===== config.mk =====
export PLATFORM = sky130hd
export DESIGN_NAME = cmos_window_ctrl
export DESIGN_NICKNAME = d
export VERILOG_FILES = /design/src/rtl/cmos_window_ctrl.sv
export SDC_FILE = /design/constraint.sdc
export NUM_CORES = 1
export LEC_CHECK = 0
export ABC_AREA = 0
export BUFFER_PORTS_ARGS = -buffer_cell sky130_fd_sc_hd__buf_2
export CAP_MARGIN = 20
export CORE_ASPECT_RATIO = 1.5
export CORE_UTILIZATION = 37
export CTS_CLUSTER_DIAMETER = 150
export DETAILED_ROUTE_END_ITERATION = 16
export PLACE_DENSITY = 0.68
export SLEW_MARGIN = 20
export SYNTH_ARGS = -nofsm -noshare
export SYNTH_HDL_FRONTEND = slang
export SYNTH_SLANG_ARGS = --single-unit

===== constraint.sdc =====
create_clock -name pixel_clk -period 3.5 [get_ports pixel_clk]
set_input_delay 0.175 -clock pixel_clk [delete_from_list [all_inputs] [get_ports pixel_clk]]
set_output_delay 0.175 -clock pixel_clk [all_outputs]
set_load 0.01 [all_outputs]

===== src/rtl/cmos_window_ctrl.sv =====
// Window/crop controller for the CMOS pixel path: frame-shadowed H/V crop window and mode word,
// with pixel data, data enable and vsync all leaving after the same fixed PIPE-cycle latency.
module cmos_window_ctrl #(
  parameter int               DATA_W    = 16,
  parameter int               CNT_W     = 12,
  parameter int               MODE_W    = 3,
  parameter int               PIPE      = 2,
  parameter logic             VS_POL    = 1'b1,
  parameter logic [CNT_W-1:0] H_OFF_RST = 12'd80,
  parameter logic [CNT_W-1:0] H_ACT_RST = 12'd320,
  parameter logic [CNT_W-1:0] V_OFF_RST = 12'd0,
  parameter logic [CNT_W-1:0] V_ACT_RST = 12'd480
) (
  input  logic              pixel_clk,
  input  logic              rst_n,
  input  logic [DATA_W-1:0] pdata_i,
  input  logic              de_i,
  input  logic              vs_i,
  input  logic [CNT_W-1:0]  h_offset_i,
  input  logic [CNT_W-1:0]  h_act_i,
  input  logic [CNT_W-1:0]  v_offset_i,
  input  logic [CNT_W-1:0]  v_act_i,
  input  logic [MODE_W-1:0] mode_i,
  output logic [DATA_W-1:0] pdata_o,
  output logic              de_o,
  output logic              vs_o,
  output logic [MODE_W-1:0] mode_o,
  output logic [7:0]        frame_cnt_o,
  output logic              line_short_o
);

  logic              vs_q;
  logic              de_q;
  logic              fs;
  logic              de_fall;
  logic [CNT_W-1:0]  x_cnt;
  logic [CNT_W-1:0]  y_cnt;
  logic [CNT_W-1:0]  h_off_s;
  logic [CNT_W-1:0]  h_act_s;
  logic [CNT_W-1:0]  v_off_s;
  logic [CNT_W-1:0]  v_act_s;
  logic [CNT_W:0]    h_end;
  logic [CNT_W:0]    v_end;
  logic              in_h;
  logic              in_v;
  logic              keep;
  logic              short_ev;
  logic [DATA_W-1:0] pd_pipe [PIPE];
  logic [PIPE-1:0]   de_pipe;
  logic [PIPE-1:0]   vs_pipe;
  logic [PIPE-1:0]   ls_pipe;

  assign fs      = (vs_q != VS_POL) && (vs_i == VS_POL);
  assign de_fall = de_q && !de_i;

  // One extra bit on the window end so offset+width never wraps back into range
  assign h_end    = {1'b0, h_off_s} + {1'b0, h_act_s};
  assign v_end    = {1'b0, v_off_s} + {1'b0, v_act_s};
  assign in_h     = (x_cnt >= h_off_s) && ({1'b0, x_cnt} < h_end);
  assign in_v     = (y_cnt >= v_off_s) && ({1'b0, y_cnt} < v_end);
  assign keep     = de_i && in_h && in_v;
  assign short_ev = de_fall && in_v && ({1'b0, x_cnt} < h_end);

  always_ff @(posedge pixel_clk or negedge rst_n) begin
    if (!rst_n) begin
      vs_q        <= 1'b0;
      de_q        <= 1'b0;
      x_cnt       <= '0;
      y_cnt       <= '0;
      h_off_s     <= H_OFF_RST;
      h_act_s     <= H_ACT_RST;
      v_off_s     <= V_OFF_RST;
      v_act_s     <= V_ACT_RST;
      mode_o      <= '0;
      frame_cnt_o <= '0;
    end else begin
      vs_q <= vs_i;
      de_q <= de_i;
      if (de_i) begin
        if (x_cnt != '1) x_cnt <= x_cnt + 1'b1;
      end else begin
        x_cnt <= '0;
      end
      if (fs) begin
        y_cnt       <= '0;
        h_off_s     <= h_offset_i;
        h_act_s     <= h_act_i;
        v_off_s     <= v_offset_i;
        v_act_s     <= v_act_i;
        mode_o      <= mode_i;
        frame_cnt_o <= frame_cnt_o + 8'd1;
      end else if (de_fall && (y_cnt != '1)) begin
        y_cnt <= y_cnt + 1'b1;
      end
    end
  end

  // Blanked pixels are zeroed on entry so pdata_o is already clean when de_o is low
  always_ff @(posedge pixel_clk or negedge rst_n) begin
    if (!rst_n) begin
      for (int i = 0; i < PIPE; i++) pd_pipe[i] <= '0;
      de_pipe <= '0;
      vs_pipe <= '0;
      ls_pipe <= '0;
    end else begin
      pd_pipe[0] <= keep ? pdata_i : '0;
      de_pipe[0] <= keep;
      vs_pipe[0] <= vs_i;
      ls_pipe[0] <= short_ev;
      for (int i = 1; i < PIPE; i++) begin
        pd_pipe[i] <= pd_pipe[i-1];
        de_pipe[i] <= de_pipe[i-1];
        vs_pipe[i] <= vs_pipe[i-1];
        ls_pipe[i] <= ls_pipe[i-1];
      end
    end
  end

  assign pdata_o      = pd_pipe[PIPE-1];
  assign de_o         = de_pipe[PIPE-1];
  assign vs_o         = vs_pipe[PIPE-1];
  assign line_short_o = ls_pipe[PIPE-1];

endmodule


==> results.ini, run 1 <==
[status]
status=complete, but fails checks
violations=setup timing

[setup_path]
worstPathArrival_ns=3.85
endpoint_kind=register
required_ns=3.84
worstSetupPathType=register to register
crit_path_start_kind=register
cp_max_fo=6

[routing]
via_per_inst=5.16
drc=0
drt_pass1_iterations=5
wl_per_cell_um=15.4
wl_um=15900
vias=5335
drtIter0Drc=112
postRouteAntennaNets=0

[sta]
clock.fmax_ghz=0.285
setup_ws_ns=-0.00683
finalMaxSlewViolations=0
hold_viol=0
skew_ns=0.00811
worst_pin_slew_ns=0.827
finalCriticalPeriod_ns=3.51
rsz0062_at_grt=yes
setup_violations=3
max_slew_margin_pct=44.8
finalCritPeriodShare_pct=100

[pwr]
ir_drop_v=0.000326
power_frac_clock_pct=39.1
swShare_pct=30.2
intPower_mw=3.27
leakagePower_nw=4.28
p_seq_share_pct=35.2
powerDensity_nw_per_um2=519
power_switching_mw=1.41
comb_power_share_pct=25.7

[floorplanning]
dieWidth_um=113
start_util_pct=37.9
fp-row-count=60
die_y_um=168
ios=101
dieArea_um2=19000
core_area_um2=17900

[yosys]
ys_ff_latch=122
ys_top_cells_by_count=114 x dfrtp_1, 73 x ha_1, 41 x o21ai_0
synth_most_common_cell=dfrtp_1
synthesis.nets=787
synth_seq_area_share_pct=45.0
postSynthCellCount=641
syn_area_um2=6810
yosysTopAreaCellShare_pct=41.9
synth_area_leaders=dfrtp_1 42%, ha_1 13%, mux2_2 4.8%
async_reset_ff_share_pct=100
synth-edff-count=0
synth_top_cell_by_area=dfrtp_1
ys_types=53
ys.flop_type=dfrtp_1
yosys_warnings=0
postSynthAreaPerCell_um2=10.6

[clock_tree]
cts_sinks=122
clk_latency_ns=0.41
cts_max_path_buffers=2
cts_buffers=17
cts_tree=yes
root_buffer=clkbuf_16
cts.htree.levels=4
clkSlewWorstSetupHoldPaths_ns=0.06

[placement]
dp_hpwl_um=10900
io_buffers=100
place.gp.congestion=0.846
placedCellCount=946

[run]
maxCapViolCount=0

[finish]
instances_no_fill=1034
nets=950
layout-drive-gt1-share_pct=29.9
layout-area-overhead-vs-synth_pct=32.5
fillCellCount=1567
n_antenna_cell=0
utilization_pct=50.3

[global_routing]
grt_pass1_wl_um=26200
grt.total_usage_pct=17.6
overflow=0
grt_max_degree=65
grt_antenna_before_repair=0
grt_pass1_vias=5398

[min_path]
worstHoldPathType=primary input to register

## flip-flops by register name (all words and copies together), names as in the netlist
register and cells:
vs_pipe 2, y_cnt 12, x_cnt 12, frame_cnt_o 8, pd_pipe 16, h_off_s 12, ls_pipe 2, mode_o 3
h_act_s 12, v_off_s 12, de_pipe 2, v_act_s 12, pdata_o 16, de_q 1
## worst max-delay path, stage by stage (launching register included)
cell and delay (ns):
dfrtp_1 0.38, ha_1 0.32, a211oi_2 0.24, nor2_2 0.08
nor3_2 0.16, o21bai_1 0.09, a21oi_1 0.20, xor2_1 0.19
ha_1 0.27, and3_4 0.16, buf_6 0.11, a221oi_2 0.26
o21ai_2 0.11, a2111oi_4 0.40, nor4_4 0.13, buf_6 0.18
nor3_4 0.16
## repair_timing
item / in CTS / in global routing
endpoints found under the hold margin: 101 / 0
hold buffers: 47 / 0
setup buffers: 4 / 1
setup endpoints to repair: 18 / 18
gates resized for setup: 18 / 27
gates cloned: 3 / 1
pin swaps: 16 / 30
## layer usage
metal,GRT usage (%),vias to the layer above,part of all wire (%)
met4,8.12,0,2.6
li1,-,2597,-
met1,19.3,2603,40
met3,3.24,26,2.6
met2,32.4,109,55
met5,0,-,0
## metrics by stage
step | total power, mW | instance area [um^2] | TNS [ns] | worst slack [ns] | hold slack, ns
floorplan | 2.38 | 6810 | 0 | 0.0951 | -0.121
global placement | 2.72 | 7590 | -6.60 | -0.399 | 0.305
detailed placement | 2.75 | 7600 | -2.86 | -0.197 | 0.303
CTS | 4.68 | 8850 | 0 | 0.00832 | 0.00128
global route | 4.94 | 9020 | -2.58 | -0.170 | 0.0125
finish | 4.68 | 9020 | -0.0120 | -0.00683 | 0.0172
## cell families after synthesis
logic type / count (synthesis) / share of synthesized area, %
AND/OR/NAND/NOR: 180 / 14.1
AO/OA/AOI/OAI: 123 / 11.7
flip-flops: 122 / 45.0
adder cells (fa/ha/maj): 75 / 14.0
buffers and inverters: 69 / 4.85
XOR/XNOR: 42 / 5.40
multiplexers: 30 / 4.94
## power groups by stage
stage / combinational (mW) / sequential, mW / clock (mW)
floorplan: 0.712 / 1.67 / 0
global placement: 1.05 / 1.67 / 0
detailed placement: 1.07 / 1.67 / 0
CTS: 1.17 / 1.65 / 1.87
global route: 1.35 / 1.67 / 1.93
finish: 1.20 / 1.65 / 1.83
## cell usage in the layout, fill, tap and decap left out, types with 18 or more instances in the layout
cell type      count
a21oi_1           24
buf_2             99
buf_4             19
clkbuf_16         18
dfrtp_1          114
dlygate4sd3_1     47
ha_1              70
inv_1             36
mux2_2            29
nand2_1           39
nand3_1           34
nor2_1            34
o21ai_0           35
xor2_1            31
## area by class of cell
type                            instances  area, um^2  area share, %
Clock inverter                         15         189           2.09
Timing Repair Buffer                  176        1320           14.7
Inverter                               37         139           1.54
Sequential cell                       122        3060           34.0
Multi-Input combinational cell        450        3610           40.0
Clock buffer                           17         425           4.72
Tap cell                              217         272           3.01
## path summary, 6_finish.rpt
path / from / slack (ns) / to / cells after the start
min in group asynchronous: rst_n / 0.41 / v_act_s[3] / 2
max in group asynchronous: rst_n / 2.31 / pd_pipe[27] / 3
max: h_off_s[1] / -0.007 / pd_pipe[31] / 16
max reg2reg: h_off_s[1] / -0.007 / pd_pipe[31] / 16
min reg2reg: pd_pipe[16] / 0.35 / pdata_o[0] / 0
min: h_offset_i[0] / 0.02 / h_off_s[0] / 2
Note: power is estimated with default switching activity, not from simulation.
==> inputs of run 2 (changes only) <==
Clock period 3.5 ns to 2.9 ns, I/O delays scaled along.
==> run 2 against run 1 <==
Effect of this change:
- the run still ends with setup timing left
- sequential share of layout area decreased by 0.96 points
- critical path depth unchanged
- combinational power increased by 29%
- worst hold slack got worse by 0.0099 ns
- utilization increased by 1.5 points
- design area increased by 3.0%
- register-to-register slack got worse by 0.52 ns
- wire length about the same
- clock power increased by 16%
- flip-flop and latch count unchanged
- global-route usage increased by 0.21 points
==> results.ini, run 2 (synthesized netlist as in run 1, its figures left out) <==
[sta]
finalCriticalPeriod_ns=3.42
finalMaxSlewViolations=0
setup_tns_ns=-8.87
whs_ns=0.00739
skew_ns=0.00708
clock.fmax_ghz=0.292
max_slew_margin_pct=51.8
setup_violations=18
finalCritPeriodShare_pct=118
hold_viol=0
worst_pin_slew_ns=0.723
setup_ws_ns=-0.524
rsz0062_at_grt=yes

[finish]
seqCellArea_um2=3060
fin_area_um2=9290
utilization_pct=51.8
n_antenna_cell=0
multiInputGateArea_um2=3620
final_common_cell=dfrtp_1
nets=988
fillCellCount=1578
layout-drive-gt1-share_pct=31.2
instances_no_fill=1072
layout_common_cells=113 x dfrtp_1, 99 x buf_2, 69 x ha_1
layout-area-overhead-vs-synth_pct=36.4

[run]
maxCapViolCount=0

[routing]
postRouteAntennaNets=0
via_per_inst=5.05
drt_pass1_iterations=7
drtIter0Drc=154
drc=0
wl_per_cell_um=14.8
wl_um=15900
vias=5410

[placement]
dp_hpwl_um=10900
io_buffers=100
placedCellCount=969
placed_area_um2=7830
place.gp.congestion=0.845
dp_slack_ns=-0.522

[floorplanning]
start_util_pct=37.9
die_y_um=168
fp-row-count=60
ios=101
dieArea_um2=19000
dieWidth_um=113
core_area_um2=17900

[min_path]
worstHoldPathType=primary input to register

[setup_path]
worstSetupPathType=register to register
required_ns=3.24
cp_max_fo=8
worstPathArrival_ns=3.76
endpoint_kind=register
crit_path_start_kind=register

[clock_tree]
clk_latency_ns=0.42
cts_sinks=122
cts_tree=yes
cts.htree.levels=4
cts_max_path_buffers=2
root_buffer=clkbuf_16
cts_buffers=17
clkSlewWorstSetupHoldPaths_ns=0.06

[pwr]
power_mw=5.68
leakagePower_nw=4.41
ir_drop_v=0.000440
powerDensity_nw_per_um2=611

[global_routing]
grt_pass1_vias=5639
grt_antenna_before_repair=0
grt.total_usage_pct=17.8
grt_max_degree=88
grt_pass1_wl_um=26500
overflow=0

[status]
violations=setup timing
status=complete, but fails checks

run 2: changes by cell type in the layout (fill, tap and decap cells not counted), moves of 3 or more:
cell / before / now
a21oi_2: 3 / 6
buf_4: 19 / 45
buf_6: 3 / 0
clkinv_4: 5 / 1
dlygate4sd3_1: 47 / 64
o21ai_1: 7 / 4
run 2: path summary, 6_finish.rpt:
kind | cells after the start | slack [ns] | end | startpoint
max | 16 | -0.52 | pd_pipe[27] | v_act_s[0]
min | 3 | 0.007 | pd_pipe[16] | pdata_i[0]
max reg2reg | 16 | -0.52 | pd_pipe[27] | v_act_s[0]
min reg2reg | 0 | 0.34 | pdata_o[14] | pd_pipe[30]
max in group asynchronous | 3 | 1.81 | pdata_o[4] | rst_n
min in group asynchronous | 2 | 0.27 | h_act_s[5] | rst_n
run 2: cell type report:
type	count	share of cell area (%)
multi-input combinational	450	39.0
sequential	122	33.0
timing repair buffer	214	17.3
clock buffer	18	4.62
tap	217	2.92
clock inverter	14	1.72
inverter	37	1.50
run 2: layer usage:
metal | track usage (%) | up-vias | wire [um]
met4 | 9.57 | 0 | 574
met1 | 19.4 | 2599 | 6410
li1 | - | 2667 | -
met3 | 2.95 | 42 | 358
met2 | 32.6 | 102 | 8550
met5 | 0 | - | 0
run 2: where the power goes:
group	leakage [nW]	switching (mW)	internal [mW]	total, mW
Combinational	2.56	0.760	0.790	1.55
Sequential	1.57	0.127	1.87	1.99
Clock	0.286	0.845	1.29	2.13
Total	4.41	1.73	3.94	5.68
run 2: timing repair:
item	4_1_cts	5_1_grt
setup endpoints to repair	18	18
resized for setup	12	19
cloned	0	2
hold buffers	64	0
buffers inserted	3	2
pin swaps	8	12
endpoints found under the hold margin	97	0
run 2: critical path: stages, from the launching register on:
cell and delay, ns:
dfrtp_1 0.40, ha_4 0.18, fa_2 0.35, a21oi_2 0.16
o211ai_1 0.15, a21oi_2 0.17, o21bai_1 0.10, a21oi_2 0.17
xor2_1 0.18, ha_2 0.30, a21o_1 0.19, a211oi_2 0.17
o21ai_1 0.11, a21oi_2 0.16, o311ai_4 0.18, clkbuf_16 0.25
nor3_2 0.12
